**config.mk**
```make
export PLATFORM = sky130hd
export DESIGN_NAME = dmem_arbiter
export DESIGN_NICKNAME = d
export VERILOG_FILES = /design/src/rtl/dmem_arbiter.sv
export SDC_FILE = /design/constraint.sdc
export NUM_CORES = 1
export LEC_CHECK = 0
export BUFFER_PORTS_ARGS = -buffer_cell sky130_fd_sc_hd__buf_2
export CAP_MARGIN = 0
export CELL_PAD_IN_SITES_DETAIL_PLACEMENT = 0
export CELL_PAD_IN_SITES_GLOBAL_PLACEMENT = 2
export CORE_UTILIZATION = 19
export DETAILED_ROUTE_END_ITERATION = 8
export GPL_TIMING_DRIVEN = 0
export PLACE_DENSITY = 0.89
export SLEW_MARGIN = 20
export SYNTH_ARGS = -nofsm -noshare
export SYNTH_HDL_FRONTEND = slang
export SYNTH_SLANG_ARGS = --single-unit
```
**constraint.sdc**
```tcl
create_clock -name clk -period 1.89 [get_ports clk]
set_clock_uncertainty 0.1 [all_clocks]
set_input_delay 0.378 -clock clk [delete_from_list [all_inputs] [get_ports clk]]
set_output_delay 0.378 -clock clk [all_outputs]
set_load 0.01 [all_outputs]
```
**src/rtl/dmem_arbiter.sv**
```systemverilog
// dmem_arbiter
//
// Shares the single-port data SRAM between the CPU pipeline MEM stage and
// the external host access port. The CPU normally wins contention; a
// saturating starvation counter lets a waiting host through for one cycle
// after MAX_WAIT consecutive losses. The SRAM has one cycle of read latency,
// so a small FSM remembers who owns the read in flight and routes the
// returning data to that requester only.
//
// Ports:
//   clk, rst                  clock and synchronous active-high reset
//   cpu_req/wen/addr/wdata    CPU MEM-stage request
//   cpu_stall                 CPU lost arbitration this cycle, hold pipeline
//   cpu_rvalid/cpu_rdata      CPU read return (rdata holds when not valid)
//   host_req/wen/addr/wdata   host request
//   host_ack                  host granted this cycle
//   host_rvalid/host_rdata    host read return (rdata holds when not valid)
//   mem_en/wen/addr/wdata     SRAM strobe, write enable, address, write data
//   mem_rdata                 SRAM read data, one cycle after a read strobe

module dmem_arbiter #(
    parameter int ADDR_W   = 10,
    parameter int DATA_W   = 32,
    parameter int MAX_WAIT = 4
) (
    input  logic              clk,
    input  logic              rst,

    input  logic              cpu_req,
    input  logic              cpu_wen,
    input  logic [31:0]       cpu_addr,
    input  logic [DATA_W-1:0] cpu_wdata,
    output logic              cpu_stall,
    output logic              cpu_rvalid,
    output logic [DATA_W-1:0] cpu_rdata,

    input  logic              host_req,
    input  logic              host_wen,
    input  logic [31:0]       host_addr,
    input  logic [DATA_W-1:0] host_wdata,
    output logic              host_ack,
    output logic              host_rvalid,
    output logic [DATA_W-1:0] host_rdata,

    output logic              mem_en,
    output logic              mem_wen,
    output logic [ADDR_W-1:0] mem_addr,
    output logic [DATA_W-1:0] mem_wdata,
    input  logic [DATA_W-1:0] mem_rdata
);

    typedef enum logic [1:0] {
        IDLE,
        CPU_RD,
        HOST_RD
    } rd_state_t;

    localparam logic [3:0] WAIT_LIMIT = 4'(MAX_WAIT);

    logic              cpu_grant;
    logic              host_grant;
    logic [3:0]        wait_cnt;
    rd_state_t         state;
    rd_state_t         state_next;
    logic [DATA_W-1:0] cpu_rdata_q;
    logic [DATA_W-1:0] host_rdata_q;

    // Upper address bits are deliberately dropped; the SRAM is word-indexed
    // by the low ADDR_W bits only.
    logic unused_addr_hi;
    assign unused_addr_hi = ^{cpu_addr[31:ADDR_W], host_addr[31:ADDR_W]};

    // Grant is decided in the same cycle as the request. Reset masks both
    // grants so nothing reaches the SRAM while rst is high.
    always_comb begin
        cpu_grant  = 1'b0;
        host_grant = 1'b0;
        if (!rst) begin
            if (cpu_req && host_req) begin
                if (wait_cnt >= WAIT_LIMIT) begin
                    host_grant = 1'b1;
                end else begin
                    cpu_grant = 1'b1;
                end
            end else if (cpu_req) begin
                cpu_grant = 1'b1;
            end else if (host_req) begin
                host_grant = 1'b1;
            end
        end
    end

    // SRAM request mux; the bus is driven to zero when nobody owns it.
    always_comb begin
        mem_wen   = 1'b0;
        mem_addr  = '0;
        mem_wdata = '0;
        if (cpu_grant) begin
            mem_wen   = cpu_wen;
            mem_addr  = cpu_addr[ADDR_W-1:0];
            mem_wdata = cpu_wdata;
        end else if (host_grant) begin
            mem_wen   = host_wen;
            mem_addr  = host_addr[ADDR_W-1:0];
            mem_wdata = host_wdata;
        end
    end

    assign mem_en    = cpu_grant | host_grant;
    assign cpu_stall = cpu_req & ~cpu_grant;
    assign host_ack  = host_grant;

    // Starvation counter: counts consecutive cycles the host asked and lost.
    // It saturates at the limit so the comparison above stays true until the
    // host actually wins; withdrawing the request forgets the history.
    always_ff @(posedge clk) begin
        if (rst) begin
            wait_cnt <= 4'd0;
        end else if (host_req && !host_grant) begin
            if (wait_cnt < WAIT_LIMIT) begin
                wait_cnt <= wait_cnt + 4'd1;
            end
        end else begin
            wait_cnt <= 4'd0;
        end
    end

    // Read-owner register: records which requester's read is returning next
    // cycle. Every state can go to every other because reads are pipelined.
    always_ff @(posedge clk) begin
        if (rst) begin
            state <= IDLE;
        end else begin
            state <= state_next;
        end
    end

    // Next owner and read-return strobes. rvalid is masked by rst so a read
    // granted just before reset never reports a return.
    always_comb begin
        state_next = IDLE;
        if (cpu_grant && !cpu_wen) begin
            state_next = CPU_RD;
        end else if (host_grant && !host_wen) begin
            state_next = HOST_RD;
        end
        cpu_rvalid  = (state == CPU_RD)  && !rst;
        host_rvalid = (state == HOST_RD) && !rst;
    end

    // Each port shows live SRAM data while it owns the return and otherwise
    // holds the last word it received, so the other port's reads never leak.
    always_ff @(posedge clk) begin
        if (rst) begin
            cpu_rdata_q  <= '0;
            host_rdata_q <= '0;
        end else begin
            if (cpu_rvalid) begin
                cpu_rdata_q <= mem_rdata;
            end
            if (host_rvalid) begin
                host_rdata_q <= mem_rdata;
            end
        end
    end

    assign cpu_rdata  = cpu_rvalid  ? mem_rdata : cpu_rdata_q;
    assign host_rdata = host_rvalid ? mem_rdata : host_rdata_q;

endmodule

```
After elaboration in Yosys (flattened, before gate mapping)
Cells that the tools add are included.
W data, S select, Z words.
{ "totals": {"regBits": 70, "out_inout_bits": 112, "wordCells": 45} }
{ "classes": {"n_bitwise": 4, "n_eq_ne": 2, "n_reduce_logical": 12, "mux": 19, "n_addsub": 1, "n_lt_le_gt_ge": 2} }
{ "ops": {"columns": ["operator", "n"], "rows": [
  ["$mux W32", 4],
  ["$mux W10", 2],
  ["$mux W1", 12],
  ["$logic_and A1 B1 Y1", 6],
  ["$add A4 B1 Y4 const B", 1],
  ["$ge A4 B3 Y1 const B", 1],
  ["$logic_not A1 Y1", 4],
  ["$lt A4 B3 Y1 const B", 1],
  ["$reduce_or A2 Y1", 2],
  ["$eq A2 B1 Y1 const B", 1],
  ["$eq A2 B2 Y1 const B", 1],
  ["$mux W2", 1],
  ["$not A1 Y1", 2],
  ["$and A1 B1 Y1", 1],
  ["$or A1 B1 Y1", 1]
]} }

Logic depth before layout (Yosys ltp)
{ "depth": {"depth_word": 8, "mapped_depth": 7} }

Least setup slack after synthesis
Ideal clock, no wire load.
{ "synth_path": {"kind": "input-to-output", "start": "input rst", "end": "output cpu_rdata[22]", "cell_stages": 7, "required_ns": 1.412, "setup_slack_ns": 0.048, "arrival_ns": 1.364, "path_cell_list": "buf_6 or3b_1 buf_2 clkinv_4 buf_6 nand2_1 nand2_1"} }
{ "synth_via": {"elab_chain_len": 3} }
{ "synth_lines": {"columns": ["item", "line_no", "rtl"], "rows": [
  ["start: declaration", "27", "input logic rst,"],
  ["$logic_not A1 Y1", "147", "cpu_rvalid = (state == CPU_RD) && !rst;"],
  ["$logic_and A1 B1 Y1", "147", null],
  ["named net cpu_rvalid", "34", "output logic cpu_rvalid,"],
  ["$mux W32", null, null],
  ["end: declaration", "35", "output logic [DATA_W-1:0] cpu_rdata,"]
]} }
The timed path passes the listed nets, and every way through them passes these cells.

Final worst setup path
{ "layout_path": {"start": "register wait_cnt[3]", "end": "output mem_wdata[28]"} }
{ "layout_via": {"elab_chain_len": 6, "elab_cells_between_ends": 9, "cone_classes": "1 x order compare; 8 x mux"} }
{ "layout_lines": {"columns": ["item", "line_no", "rtl"], "rows": [
  ["start: declaration", "62", "logic [3:0] wait_cnt;"],
  ["start signal: assignment", "121", "wait_cnt <= wait_cnt + 4'd1;"],
  ["$ge A4 B3 Y1 (*)", "80", "if (wait_cnt >= WAIT_LIMIT) begin"],
  ["$mux W1", "80", null],
  ["$mux W1", "79", "if (cpu_req && host_req) begin"],
  ["$mux W1", "78", "if (!rst) begin"],
  ["$mux W32", "102", "end else if (host_grant) begin"],
  ["$mux W32 (*)", "98", "if (cpu_grant) begin"],
  ["end: declaration", "48", "output logic [DATA_W-1:0] mem_wdata,"]
]} }
Every way passes the cells marked *; elsewhere a longest branch is shown, timed or not.

==> results.json <==
{
  "rsz0062_at_grt": "true",
  "synth_ff_type": "dfxtp_1",
  "nNetsFinal": 893,
  "cap_viol_max_count": 0,
  "final_max_slew_viol_count": 0,
  "leakagePower_nw": 3.78,
  "rows": 48,
  "setup.worst_path.start_class": "register",
  "status": "finished with violations",
  "syn_inst": 422,
  "grt_overflow": 0,
  "area_delta_synth_final_pct": 114,
  "drcViolationCount": 0,
  "syn_area_sq_um": 3380,
  "violations": "negative setup slack",
  "port_buffers": 232,
  "met1_length_microns": 6150,
  "grt_max_degree": 12,
  "max_freq_mhz": 450,
  "routed_wl_microns": 15900,
  "final_cell_mix": "167 x buf_2, 94 x nand2_2, 80 x buf_6",
  "hpwl_microns": 11000,
  "pin_count": 278,
  "ys_top_cells_by_area": "dfxtp_1 41%, nand2_1 21%, a21oi_2 15%, a22o_1 11%, buf_2 2.5%",
  "synth-edff-count": 0,
  "cp.required_ns": 1.41,
  "dieWidth_microns": 135,
  "gp_congestion": 0.800,
  "setup_ws_ns": -0.330,
  "min_period_over_period": 1.17,
  "slowest_stage": "dfxtp_2",
  "avgViaCountPerCell": 4.23,
  "cts.clk_slew.worst_paths_ns": 0.05,
  "worst-path-max-fanout": 8,
  "slowest_delay_ns": 0.34,
  "grt_pass1_vias": 3672,
  "drive_gt1_frac": 0.768,
  "clk_path_buf_depth": 2,
  "root_buffer": "clkbuf_16",
  "wl_met2_microns": 8720,
  "cts_tree": "yes",
  "avgRoutedWirePerCell_microns": 16.7,
  "relSlewSlack": 0.427,
  "setup_viol": 109,
  "mostFrequentLayoutCell": "buf_2",
  "ys_seq_area_frac": 0.415,
  "initial_core_util": 0.195,
  "htreeDepth": 3,
  "grt_pass1_wl_microns": 20800,
  "finalSetupTns_ns": -29.63,
  "met3_wirelength_microns": 791,
  "clk_latency_ns": 0.33,
  "yosys_register_bits": 70,
  "syn_area_per_cell_sq_um": 8.01,
  "num_vias": 4042,
  "worstPathArrival_ns": 1.74,
  "die_h_microns": 135,
  "track_usage": 0.156,
  "dieArea_sq_um": 18300,
  "reg2reg_slack_ns": 0.21,
  "drt_iter0_drc": 66,
  "grt_antenna_before_repair": 1,
  "synth_largest_area_cell": "dfxtp_1",
  "antenna_left": 0,
  "synth_cell_types": 24,
  "dr.max_layer_used": "met4",
  "end_kind": "primary output",
  "core_sq_um": 17400,
  "synth.net_count": 589,
  "cts_buffers": 9,
  "worstPathCellList": "o21a_1 > nor3b_4 > buf_12 > buf_8 > a22o_1 > buf_6",
  "dp_slack_ns": -0.515,
  "holdBufCountCts": 0,
  "holdCritPathClass": "input port to register",
  "tightest_slew_ns": 0.859,
  "first_pass_iters": 4,
  "synth.top_cell.area_share": 0.415,
  "cts.sinks": 70,
  "fin_crit_ns": 2.22,
  "hold_viol_final": 0,
  "vdd_drop_max_v": 0.000368,
  "crit_type": "register to primary output",
  "async_flop_share": 0,
  "ys.warnings.count": 0,
  "fillers": 1750,
  "p_per_area_nw_per_um2": 547
}
==> layout make-up <==
cell class	instances	area, sq um	area share
well taps	225	282	0.0389
repair inverters	1	8.76	0.00121
repair buffers	292	2310	0.319
clock buffers	11	243	0.0336
clock inverters	4	23.8	0.00329
flip-flops and latches	70	1410	0.194
plain buffers	29	363	0.0502
multi-input cells	321	2550	0.352
inverters	2	46.3	0.00640
diodes	1	2.50	0.000346
==> flip-flops by register name, summed over array words and instances (netlist names) <==
name,flops
cpu_rdata_q,32
host_rdata_q,32
wait_cnt,4
state,2
==> metrics by stage <==
stage / power (mW) / util / cells / area [sq um] / hold slack (ns)
floorplan: 1.81 / - / 422 / 3380 / 0.305
global placement: 2.14 / 0.278 / 879 / 4820 / 0.322
detailed placement: 2.14 / 0.278 / 879 / 4820 / 0.323
CTS: 3.84 / 0.333 / 912 / 5790 / 0.127
global route: 4.14 / 0.417 / 956 / 7230 / 0.129
finish: 3.96 / 0.417 / 956 / 7230 / 0.145
==> synth_stat cells, types with 2 or more instances <==
cell and n:
nand2_1 192, dfxtp_1 70, a21oi_2 58, a22o_1 42, buf_2 17, a21oi_1 7, buf_6 7, clkbuf_1 5
nor2_1 3, and3_1 2, clkinv_4 2, nor2b_1 2, nor3_1 2, o21a_1 2, or3b_1 2
==> routing by layer <==
metal,vias up,GRT usage
met3,16,0.0382
met5,-,0
met2,148,0.293
met4,0,0.0587
li1,2023,-
met1,1855,0.167
==> power by group <==
group | switching, mW | total (mW) | internal, mW | leakage, nW
registers | 0.0118 | 1.51 | 1.50 | 0.567
clock network | 0.654 | 1.57 | 0.912 | 0.135
logic | 0.440 | 0.876 | 0.436 | 3.08
total | 1.11 | 3.96 | 2.85 | 3.78
==> final timing paths <==
path                            startpoint                         end  cells past startpoint
hold reg to reg   wait_cnt[0]$_SDFFE_PP0N_    wait_cnt[0]$_SDFFE_PP0N_                      1
setup / recovery  wait_cnt[3]$_SDFFE_PP0N_               mem_wdata[28]                      6
setup reg to reg       state[1]$_SDFF_PP0_  cpu_rdata_q[14]$_SDFF_PP0_                      8
hold / removal                     cpu_wen         state[0]$_SDFF_PP0_                      2
==> repair_timing <==
action / 4_1_cts / 5_1_grt
setup buffers: 15 / 33
endpoints found under the setup margin: 110 / 111
pin swaps: 22 / 92
gates cloned: 3 / 11
resized for setup: 149 / 252
==> logic make-up (layout without fill, tap and decap cells) <==
logic type,Yosys count,in the layout,share of synthesized area
simple gates,209,210,0.246
buf+inv,32,339,0.0603
fa+ha+maj,1,1,0.00370
other cells,1,2,0.00111
flops,70,70,0.415
compound gates,109,109,0.274
==> critical path: cells and delay by family, from the launching register on <==
kind	cells	cell delay, ns
AO/OA/AOI/OAI	2	0.40
flip-flops	1	0.34
AND/OR/NAND/NOR	1	0.22
buffers and inverters	3	0.43
No activity file was read; power rests on OpenSTA's default activity.
